<file path="config.mk">
export PLATFORM = sky130hd
export DESIGN_NAME = lstm_hidden_gate
export DESIGN_NICKNAME = d
export VERILOG_FILES = /design/src/rtl/lstm_hidden_gate_pkg.sv /design/src/rtl/og_fifo.sv /design/src/rtl/lstm_hidden_gate.sv
export SDC_FILE = /design/constraint.sdc
export NUM_CORES = 1
export LEC_CHECK = 0
export CORE_MARGIN = 10
export CORE_UTILIZATION = 60
export DETAILED_ROUTE_END_ITERATION = 8
export HOLD_SLACK_MARGIN = 0.02
export PLACE_DENSITY = 0.79
export RECOVER_POWER = 25
export SYNTH_ARGS = -nofsm -noshare
export SYNTH_HDL_FRONTEND = slang
export SYNTH_HIERARCHICAL = 1
export SYNTH_SLANG_ARGS = --single-unit
</file>
<file path="constraint.sdc">
create_clock -name clock -period 9.4 [get_ports clock]
set_clock_uncertainty 0.05 [all_clocks]
set_input_delay 1.88 -clock clock [delete_from_list [all_inputs] [get_ports clock]]
set_output_delay 1.88 -clock clock [all_outputs]
set_load 0.05 [all_outputs]
</file>
<file path="src/rtl/lstm_hidden_gate_pkg.sv">
// Shared LSTM defines: Q8.8 width, product rounding constant and the hidden-output packet.
package lstm_hidden_gate_pkg;

  localparam int unsigned LSTM_INPUT_BITS = 16;
  localparam int unsigned LSTM_PROD_BITS  = 2 * LSTM_INPUT_BITS;

  // Half an LSB of Q8.8 in the Q16.16 product domain.
  localparam logic signed [LSTM_PROD_BITS-1:0] LSTM_ROUND_CONST = 32'sh0000_0080;

  typedef struct packed {
    logic [LSTM_INPUT_BITS-1:0] data;
    logic                       last;
  } HIDDEN_OUTPUT_PACKET;

endpackage

</file>
<file path="src/rtl/og_fifo.sv">
// Output-gate FIFO: power-of-two depth, synchronous clear, full/empty flags, show-ahead head.
module og_fifo #(
  parameter int unsigned DEPTH = 4,
  parameter int unsigned WIDTH = 16
) (
  input  logic             clock,
  input  logic             reset_n,
  input  logic             clear,
  input  logic             i_push,
  input  logic [WIDTH-1:0] i_push_data,
  input  logic             i_pop,
  output logic [WIDTH-1:0] o_pop_data,
  output logic             o_full,
  output logic             o_empty
);

  localparam int unsigned PW = (DEPTH > 1) ? $clog2(DEPTH) : 1;

  logic [WIDTH-1:0] r_mem [DEPTH];
  logic [PW-1:0]    r_wr_ptr;
  logic [PW-1:0]    r_rd_ptr;
  logic [PW:0]      r_count;
  logic             w_push;
  logic             w_pop;

  assign o_full     = (r_count == (PW+1)'(DEPTH));
  assign o_empty    = (r_count == '0);
  assign w_push     = i_push && !o_full;
  assign w_pop      = i_pop && !o_empty;
  assign o_pop_data = r_mem[r_rd_ptr];

  // Pointers wrap naturally because DEPTH is a power of two.
  always_ff @(posedge clock or negedge reset_n) begin
    if (!reset_n) begin
      r_wr_ptr <= '0;
      r_rd_ptr <= '0;
      r_count  <= '0;
    end else if (clear) begin
      r_wr_ptr <= '0;
      r_rd_ptr <= '0;
      r_count  <= '0;
    end else begin
      if (w_push) r_wr_ptr <= r_wr_ptr + PW'(1);
      if (w_pop)  r_rd_ptr <= r_rd_ptr + PW'(1);
      if (w_push && !w_pop)      r_count <= r_count + (PW+1)'(1);
      else if (w_pop && !w_push) r_count <= r_count - (PW+1)'(1);
    end
  end

  always_ff @(posedge clock) begin
    if (w_push && !clear) r_mem[r_wr_ptr] <= i_push_data;
  end

endmodule

</file>
<file path="src/rtl/lstm_hidden_gate.sv">
// LSTM hidden gate h_t = o_t * tanh(c_t), Q8.8, 2-cycle pipeline with o_t FIFO.
// Define LSTM_HIDDEN_SAT_EN to saturate instead of wrapping the rounded result.
module lstm_hidden_gate
  import lstm_hidden_gate_pkg::*;
#(
  parameter int unsigned OG_DEPTH = 4,
  parameter int unsigned VEC_LEN  = 64
) (
  input  logic        clock,
  input  logic        reset_n,
  input  logic        clear,
  input  logic        o_valid,
  input  logic [15:0] o_data,
  output logic        o_ready,
  input  logic        t_valid,
  input  logic [15:0] t_data,
  output logic        h_valid,
  output logic [15:0] h_data,
  output logic        h_last,
  output logic        err_underflow
);

  localparam int unsigned CNT_W = (VEC_LEN > 1) ? $clog2(VEC_LEN) : 1;

  logic [LSTM_INPUT_BITS-1:0]       w_fifo_head;
  logic                             w_fifo_full;
  logic                             w_fifo_empty;
  logic                             w_pair;
  logic                             w_pop;
  logic                             w_bypass;
  logic                             w_push;
  logic                             w_underflow;
  logic [LSTM_INPUT_BITS-1:0]       w_o_sel;
  logic signed [LSTM_PROD_BITS-1:0] w_prod;
  logic signed [LSTM_PROD_BITS-1:0] w_round;
  logic [LSTM_INPUT_BITS-1:0]       w_h_data;
  logic                             w_last;

  logic                             r_p1_valid;
  logic signed [LSTM_PROD_BITS-1:0] r_prod;
  logic                             r_h_valid;
  HIDDEN_OUTPUT_PACKET              r_h_pkt;
  logic [CNT_W-1:0]                 r_cnt;
  logic                             r_err;

  assign w_pair      = t_valid && (!w_fifo_empty || o_valid);
  assign w_pop       = t_valid && !w_fifo_empty;
  // Empty FIFO plus same-cycle o_valid pairs directly and must not also enqueue.
  assign w_bypass    = t_valid && w_fifo_empty && o_valid;
  assign w_push      = o_valid && !w_fifo_full && !w_bypass;
  assign w_underflow = t_valid && w_fifo_empty && !o_valid;
  assign w_o_sel     = w_fifo_empty ? o_data : w_fifo_head;
  assign w_prod      = $signed(w_o_sel) * $signed(t_data);
  assign w_round     = r_prod + LSTM_ROUND_CONST;
  assign w_last      = (r_cnt == CNT_W'(VEC_LEN - 1));

  og_fifo #(
    .DEPTH (OG_DEPTH),
    .WIDTH (LSTM_INPUT_BITS)
  ) u_og_fifo (
    .clock       (clock),
    .reset_n     (reset_n),
    .clear       (clear),
    .i_push      (w_push),
    .i_push_data (o_data),
    .i_pop       (w_pop),
    .o_pop_data  (w_fifo_head),
    .o_full      (w_fifo_full),
    .o_empty     (w_fifo_empty)
  );

`ifdef LSTM_HIDDEN_SAT_EN
  logic signed [LSTM_PROD_BITS-1:0] w_shift;
  assign w_shift = w_round >>> 8;

  always_comb begin
    w_h_data = w_shift[LSTM_INPUT_BITS-1:0];
    if (w_shift > 32'sh0000_7FFF)       w_h_data = 16'h7FFF;
    else if (w_shift < -32'sh0000_8000) w_h_data = 16'h8000;
  end
`else
  logic w_unused;
  assign w_h_data = w_round[23:8];
  assign w_unused = ^{w_round[31:24], w_round[7:0]};
`endif

  always_ff @(posedge clock or negedge reset_n) begin
    if (!reset_n) begin
      r_p1_valid <= 1'b0;
      r_prod     <= '0;
      r_h_valid  <= 1'b0;
      r_h_pkt    <= '0;
      r_cnt      <= '0;
      r_err      <= 1'b0;
    end else if (clear) begin
      r_p1_valid   <= 1'b0;
      r_h_valid    <= 1'b0;
      r_h_pkt.last <= 1'b0;
      r_cnt        <= '0;
      r_err        <= 1'b0;
    end else begin
      r_p1_valid <= w_pair;
      if (w_pair) r_prod <= w_prod;
      r_h_valid <= r_p1_valid;
      if (r_p1_valid) begin
        r_h_pkt.data <= w_h_data;
        r_h_pkt.last <= w_last;
        r_cnt        <= w_last ? '0 : r_cnt + CNT_W'(1);
      end
      if (w_underflow) r_err <= 1'b1;
    end
  end

  assign o_ready       = !w_fifo_full;
  assign h_valid       = r_h_valid;
  assign h_data        = r_h_pkt.data;
  assign h_last        = r_h_valid && r_h_pkt.last;
  assign err_underflow = r_err;

endmodule

</file>
==> flow_results.org <==
** Run status
- Status :: finished with violations
- Violated checks :: max-capacitance violations, max-slew violations

** Logic synthesis
- Portion of the post-synthesis area used by sequential elements :: 0.251
- Main flop type after synthesis :: edfxtp_1
- The synthesized design spends more area on one cell type than any other, namely fa_1.
- Number of synthesized flops with an enable pin :: 64
- Summing every instance area after synthesis gives 0.0126 mm².
- Number of warnings printed during yosys synthesis :: 6
- Each instance of the synthesized netlist takes up on average 10.3 µm².
- The number of different library cells used by synthesis comes to 61.
- Async set or reset register ratio after synthesis :: 0.439
- Flop and latch count out of synthesis :: 114
- Counting every net in the synthesized netlist gives 1533.
- After technology mapping, the gate count stands at 1233.
- Portion of synthesized cell area occupied by the leading cell type :: 0.296
- After synthesis, the cell types taking the most area are fa_1 30%, edfxtp_1 15%, dfrtp_1 9.9%, inv_1 7.6%, ha_1 7.5%.

** Finish
- In the final layout, the share of cells above drive strength 1 is 0.0651.
- 0 antenna diodes ended up in the layout.
- Number of nets in the layout :: 1547
- Finished Core Util :: 0.661
- Layout Cells excl Fill :: 1535
- Post-synthesis to final-layout area growth :: 9.27%
- Leaving out fill and tap cells, the most frequent cell in the layout is inv_1.
- In the layout the commonest cells are 255 x inv_1, 187 x fa_1, 152 x nand2_1.

** Clock tree
- The number of gates resized after CTS was 0.
- For this design, the sink count on the clock tree is 114.
- Clock insertion delay at the later pin of the skew report :: 0.41 ns
- TritonCTS clock tree :: built
- The longest clock path from root to sink contains 2 buffers.
- Clock tree synthesis inserted a total of 17 buffers.
- Clock tree synthesis selected as its root buffer the cell clkbuf_16.
- Htree depth :: 4
- Number of buffers inserted to repair setup after CTS :: 0
- Clock slew at the register clock pins of the worst setup and hold paths :: 0.05 ns
- Hold bufs inserted after CTS :: 0

** Drt
- The detailed router placed 8259 vias in this run.
- The detailed router finished its first iteration with 417 violations.
- In the final routed layout, each cell accounts on average for 16.9 µm.
- Total detailed-routing wirelength :: 25900 µm
- After detailed routing, the number of remaining DRC violations is 0.
- Via-to-Cell Ratio :: 5.38
- Once detail routing completed, the nets flagged for antenna violations numbered 0.
- Detailed Routing Iterations Pass 1 :: 5

** STA
- After layout, the minimum clock period comes to 7.75 ns.
- Unrepaired setup endpoints after global routing :: false
- Setup TNS after final layout :: 0 ns
- Number of hold-slack violations in the final timing report :: 0
- The max-slew violation count was 51.
- Worst Setup Slack, final :: 1.65 ns
- Static timing analysis puts the maximum clock frequency at 0.129 GHz.
- In the finished design, the share of the clock period the worst path needs comes to 0.825.
- The worst pin sits at a relative slew slack of -0.743.
- Final number of setup-violating endpoints :: 0
- At the pin with the least slew margin, the transition time is 2.61 ns.

** Floorplanning
- Initial cell density of the core :: 0.605
- Die H :: 165 µm
- The total area inside the core boundary comes to 0.0209 mm².
- Width of the die :: 165 µm
- The floorplan step defined a die boundary enclosing 0.0273 mm².
- Floorplan row count :: 53
- I/O Pins :: 57

** Global routing
- The initial antenna violation count is 0.
- For this run, the total global-route usage over all layers was measured as 0.204.
- Global-route wire length before repair :: 44000 µm
- Maximum number of pins on one net before global-route repair :: 51
- Number of global-route vias before repair :: 9025
- After global routing the overflow that remains totals 0.

** Setup path
- The worst setup path is captured at a flop.
- Crit-path max FO :: 16
- For the worst flop-to-flop path, the logic depth is 21.
- Critical path data required time :: 9.64 ns
- The worst setup path is launched from a primary input.
- By startpoint and endpoint, the worst setup path is classified as primary input to flop.
- CP arrival :: 7.99 ns

** Worst hold path
- The worst hold path was traced through 2 stages.
- The worst hold path belongs to the class flop to flop.

** Place
- The number of placed instances, taps included, is 1503.
- Placed wire-length estimate after detailed placement :: 20100 µm
- Final GP Congestion :: 0.877
- OpenSTA, run right after detailed placement, puts the worst setup slack at 1.31 ns.
- In this run the tool buffered the top-level ports with 56 buffer cells.

** Run
- Max-cap violations in this run came to 1.
## worst paths after layout
kind                              endpoint  slack, ns                   from
worst max-delay path            r_prod[16]       1.65              o_data[6]
worst min-delay path             h_data[4]       0.42              h_data[4]
worst max register to register  r_prod[16]       2.12  u_og_fifo/r_rd_ptr[0]
worst min register to register   h_data[4]       0.42              h_data[4]
max in group asynchronous       r_prod[18]       5.49                reset_n
min in group asynchronous         r_cnt[2]       2.33                reset_n
## Yosys cell counts, types with 3 or more instances
cell type and count:
o21a_1 5, nor2_1 33, dfrtp_1 50, clkbuf_1 42, a21o_1 3, mux2_2 15, mux4_2 16, a21oi_1 18
nand4_1 10, ha_1 76, nor3_1 4, xor2_1 27, buf_6 3, o21bai_1 3, mux2i_1 6, nor3b_1 4
xnor2_1 24, and3_1 5, nand3_1 10, fa_1 187, a211oi_1 3, nand2_1 152, nand2b_1 10, inv_1 255
edfxtp_1 64, nand3b_1 4, and2_1 94, o21ai_0 35, nor2b_1 17, buf_4 18
## kinds of logic (layout without fill, tap and decap cells)
kind of cell / Yosys count / after routing / share of synthesized area
mux: 41 / 41 / 0.0514
simple gates: 354 / 354 / 0.140
fa+ha+maj: 263 / 263 / 0.371
compound gates: 86 / 86 / 0.0461
buf+inv: 323 / 350 / 0.103
flops: 114 / 114 / 0.251
xor+xnor: 52 / 52 / 0.0371
## state kept, by name, summed over array words and instances (netlist names), 2 cells and up
signal	flops
u_og_fifo/r_count	3
r_prod	17
u_og_fifo/r_wr_ptr	2
r_cnt	6
u_og_fifo/r_rd_ptr	2
u_og_fifo/r_mem	64
h_data	16
## layout make-up
cell class | count | area [µm²]
Clock buffer | 17 | 425
Clock inverter | 15 | 150
Fill cell | 1585 | 7070
Inverter | 257 | 966
Multi-Input combinational cell | 796 | 8170
Sequential cell | 114 | 3170
Tap cell | 275 | 344
Timing Repair Buffer | 61 | 589
## worst max-delay path: stages
cell,delay (ns)
dlygate4sd3_1,0.59
mux2_2,0.47
and2_1,0.26
fa_1,0.54
inv_1,0.05
fa_1,0.42
fa_1,0.53
fa_1,0.55
inv_1,0.05
fa_1,0.48
inv_1,0.05
fa_1,0.48
inv_1,0.04
ha_1,0.33
a21oi_1,0.37
nor2_1,0.08
nor2_1,0.09
o21ai_1,0.10
a21oi_1,0.29
nor4b_1,0.10
a211o_1,0.24
## metal layers
| metal | wire length [µm] | track usage | vias up |
|---|---|---|---|
| li1 | - | - | 3832 |
| met1 | 10900 | 0.253 | 4135 |
| met2 | 12500 | 0.343 | 251 |
| met3 | 1730 | 0.0456 | 41 |
| met4 | 733 | 0.0741 | 0 |
| met5 | 0 | 0 | - |
## stage by stage
step                hold slack, ns  cell area, µm²
global placement             0.412           13200
detailed placement           0.421           13200
CTS                          0.434           13800
global route                 0.443           13800
floorplan                    0.401           12600
finish                       0.424           13800
Power is left out: the tool's default activity adds up to more than one toggle a clock period on the data nets, which glitch-free logic cannot reach.
==> RTL edit, RTL diff (same settings) <==
Set the parameter `VEC_LEN` to 128 (it was 64).
--- a/src/rtl/lstm_hidden_gate.sv
+++ b/src/rtl/lstm_hidden_gate.sv
@@ -5,5 +5,5 @@
 #(
   parameter int unsigned OG_DEPTH = 4,
-  parameter int unsigned VEC_LEN  = 64
+  parameter int unsigned VEC_LEN  = 128
 ) (
   input  logic        clock,
Function: not settled (the Yosys comparison gave no result); the edit may change what the design does.
==> RTL edit against the original RTL <==
The flow still finishes with violations (max-capacitance violations, max-slew violations). Via count shrank 0.42%. Design area down 0.28%. Sequential cell count is 1 higher. Synthesized area fell by 0.37%. Non-clock buffer count is the same. Routed wire length shrank 2.5%. Setup slack improved by 0.057 ns. Hold slack barely moved. Die area decreased by 0.32%. Sequential share of layout area is 0.25 points higher. Critical path type unchanged.
Power is left out: the tool's default activity adds up to more than one toggle a clock period on the data nets, which glitch-free logic cannot reach.
==> RTL edit: results <==
status:
  outcome: "complete, but fails checks"
  violations: "max-capacitance violations, max-slew violations"
setup_path:
  crit_start: "o_data[11]"
  crit_fanout: 13
  cp.arrival_ns: 7.93
  r2r-start: "u_og_fifo/r_rd_ptr[0]"
  r2r_cells: 22
  r2r_setup_slack_ns: 2.02
  cp-endpoint: "r_prod[17]"
global_route:
  grt.total_usage_pct: 20.24
  antenna_found_initial: 0
  grt_first_pass_wirelength_um: 43540
  grt_max_degree: 52
  grt_pass1_vias: 8917
yosys:
  synthTopCellsByCount: "inv_1 (261), fa_1 (187), nand2_1 (164), and2_1 (105), ha_1 (76)"
  ys_types: 60
  synth_area_leaders: "fa_1 (30%), edfxtp_1 (15%), dfrtp_1 (10%), inv_1 (7.8%), ha_1 (7.5%)"
  yosys_warnings: 6
  synth_fp_nets: 1529
  synth-seq-area-share_pct: 25.39
  ys_async_sr_fraction_pct: 44.35
timing:
  setup_ws_ns: 1.706
  relSlewSlack_pct: -75.09
  slew_viol_final: 52
detailed_routing:
  wl_um: 25270
  initialDrtViolationCount: 465
  vias: 8224
run:
  maxCapViolations: 1
placed_design:
  io_buffers: 56
  placed_area_um2: 13190
  dp_slack_ns: 1.316
  gp_congestion: 0.8810
  post-dp-hpwl_um: 19470
clock_network:
  cts.repair.resized: 0
  post_cts_buffers: 0
  clock_latency_ns: 0.42
layout:
  final_layout_size_suffix_gt1_share_pct: 7.001
  largest_reg_flops: 64
  top_register: "u_og_fifo/r_mem"
  fillers: 1579
  diodes: 0
-- RTL edit: kinds of logic after synthesis --
group	synth area share, %
flip-flops	25.39
AND/OR/NAND/NOR	13.61
XOR/XNOR	3.963
AO/OA/AOI/OAI	4.281
multiplexers	4.947
adder cells (fa/ha/maj)	37.27
buffers and inverters	10.54
-- RTL edit: metal layers --
layer	part of all wire, %	up-vias	track usage, %
li1	-	3777	-
met1	42	4132	25.70
met2	49	266	34.30
met3	6.6	49	4.132
met4	1.9	0	6.119
met5	0	-	0
-- RTL edit: final cells by class --
class,instances,area share (%)
well taps,270,2.452
clock inverters,15,1.172
multi-input cells,786,58.62
flip-flops and latches,115,23.22
repair buffers,61,4.278
inverters,263,7.175
clock buffers,17,3.088
-- RTL edit: worst min-delay path by stage --
stage	startpoint	endpoint	slack, ns	depth (start not counted)
after floorplan	h_data[10]	h_data[10]	0.40	2
after global placement	h_data[3]	h_data[3]	0.41	2
after detailed placement	h_data[12]	h_data[12]	0.42	2
after CTS	h_data[12]	h_data[12]	0.43	2
after global routing	h_data[7]	h_data[7]	0.44	2
final	h_data[7]	h_data[7]	0.42	2
-- RTL edit: stage by stage --
stage	util [%]	cells
after floorplan	-	1229
after global placement	64.58	1495
after detailed placement	64.58	1495
after CTS	67.45	1527
after global routing	67.43	1527
final	67.43	1527
-- RTL edit: critical path, cell delays in order --
cell and delay (ns):
dlygate4sd3_1 0.60, mux2_2 0.40, nand2_1 0.14, fa_1 0.55, fa_1 0.52, fa_1 0.54, inv_1 0.06, fa_1 0.48
fa_1 0.49, inv_1 0.05, fa_1 0.47, inv_1 0.04, ha_1 0.32, a21oi_1 0.14, o21ai_0 0.11, a21o_1 0.20
a31o_4 0.24, a31o_2 0.28, a21oi_2 0.15, xor2_1 0.16, o21ai_0 0.10
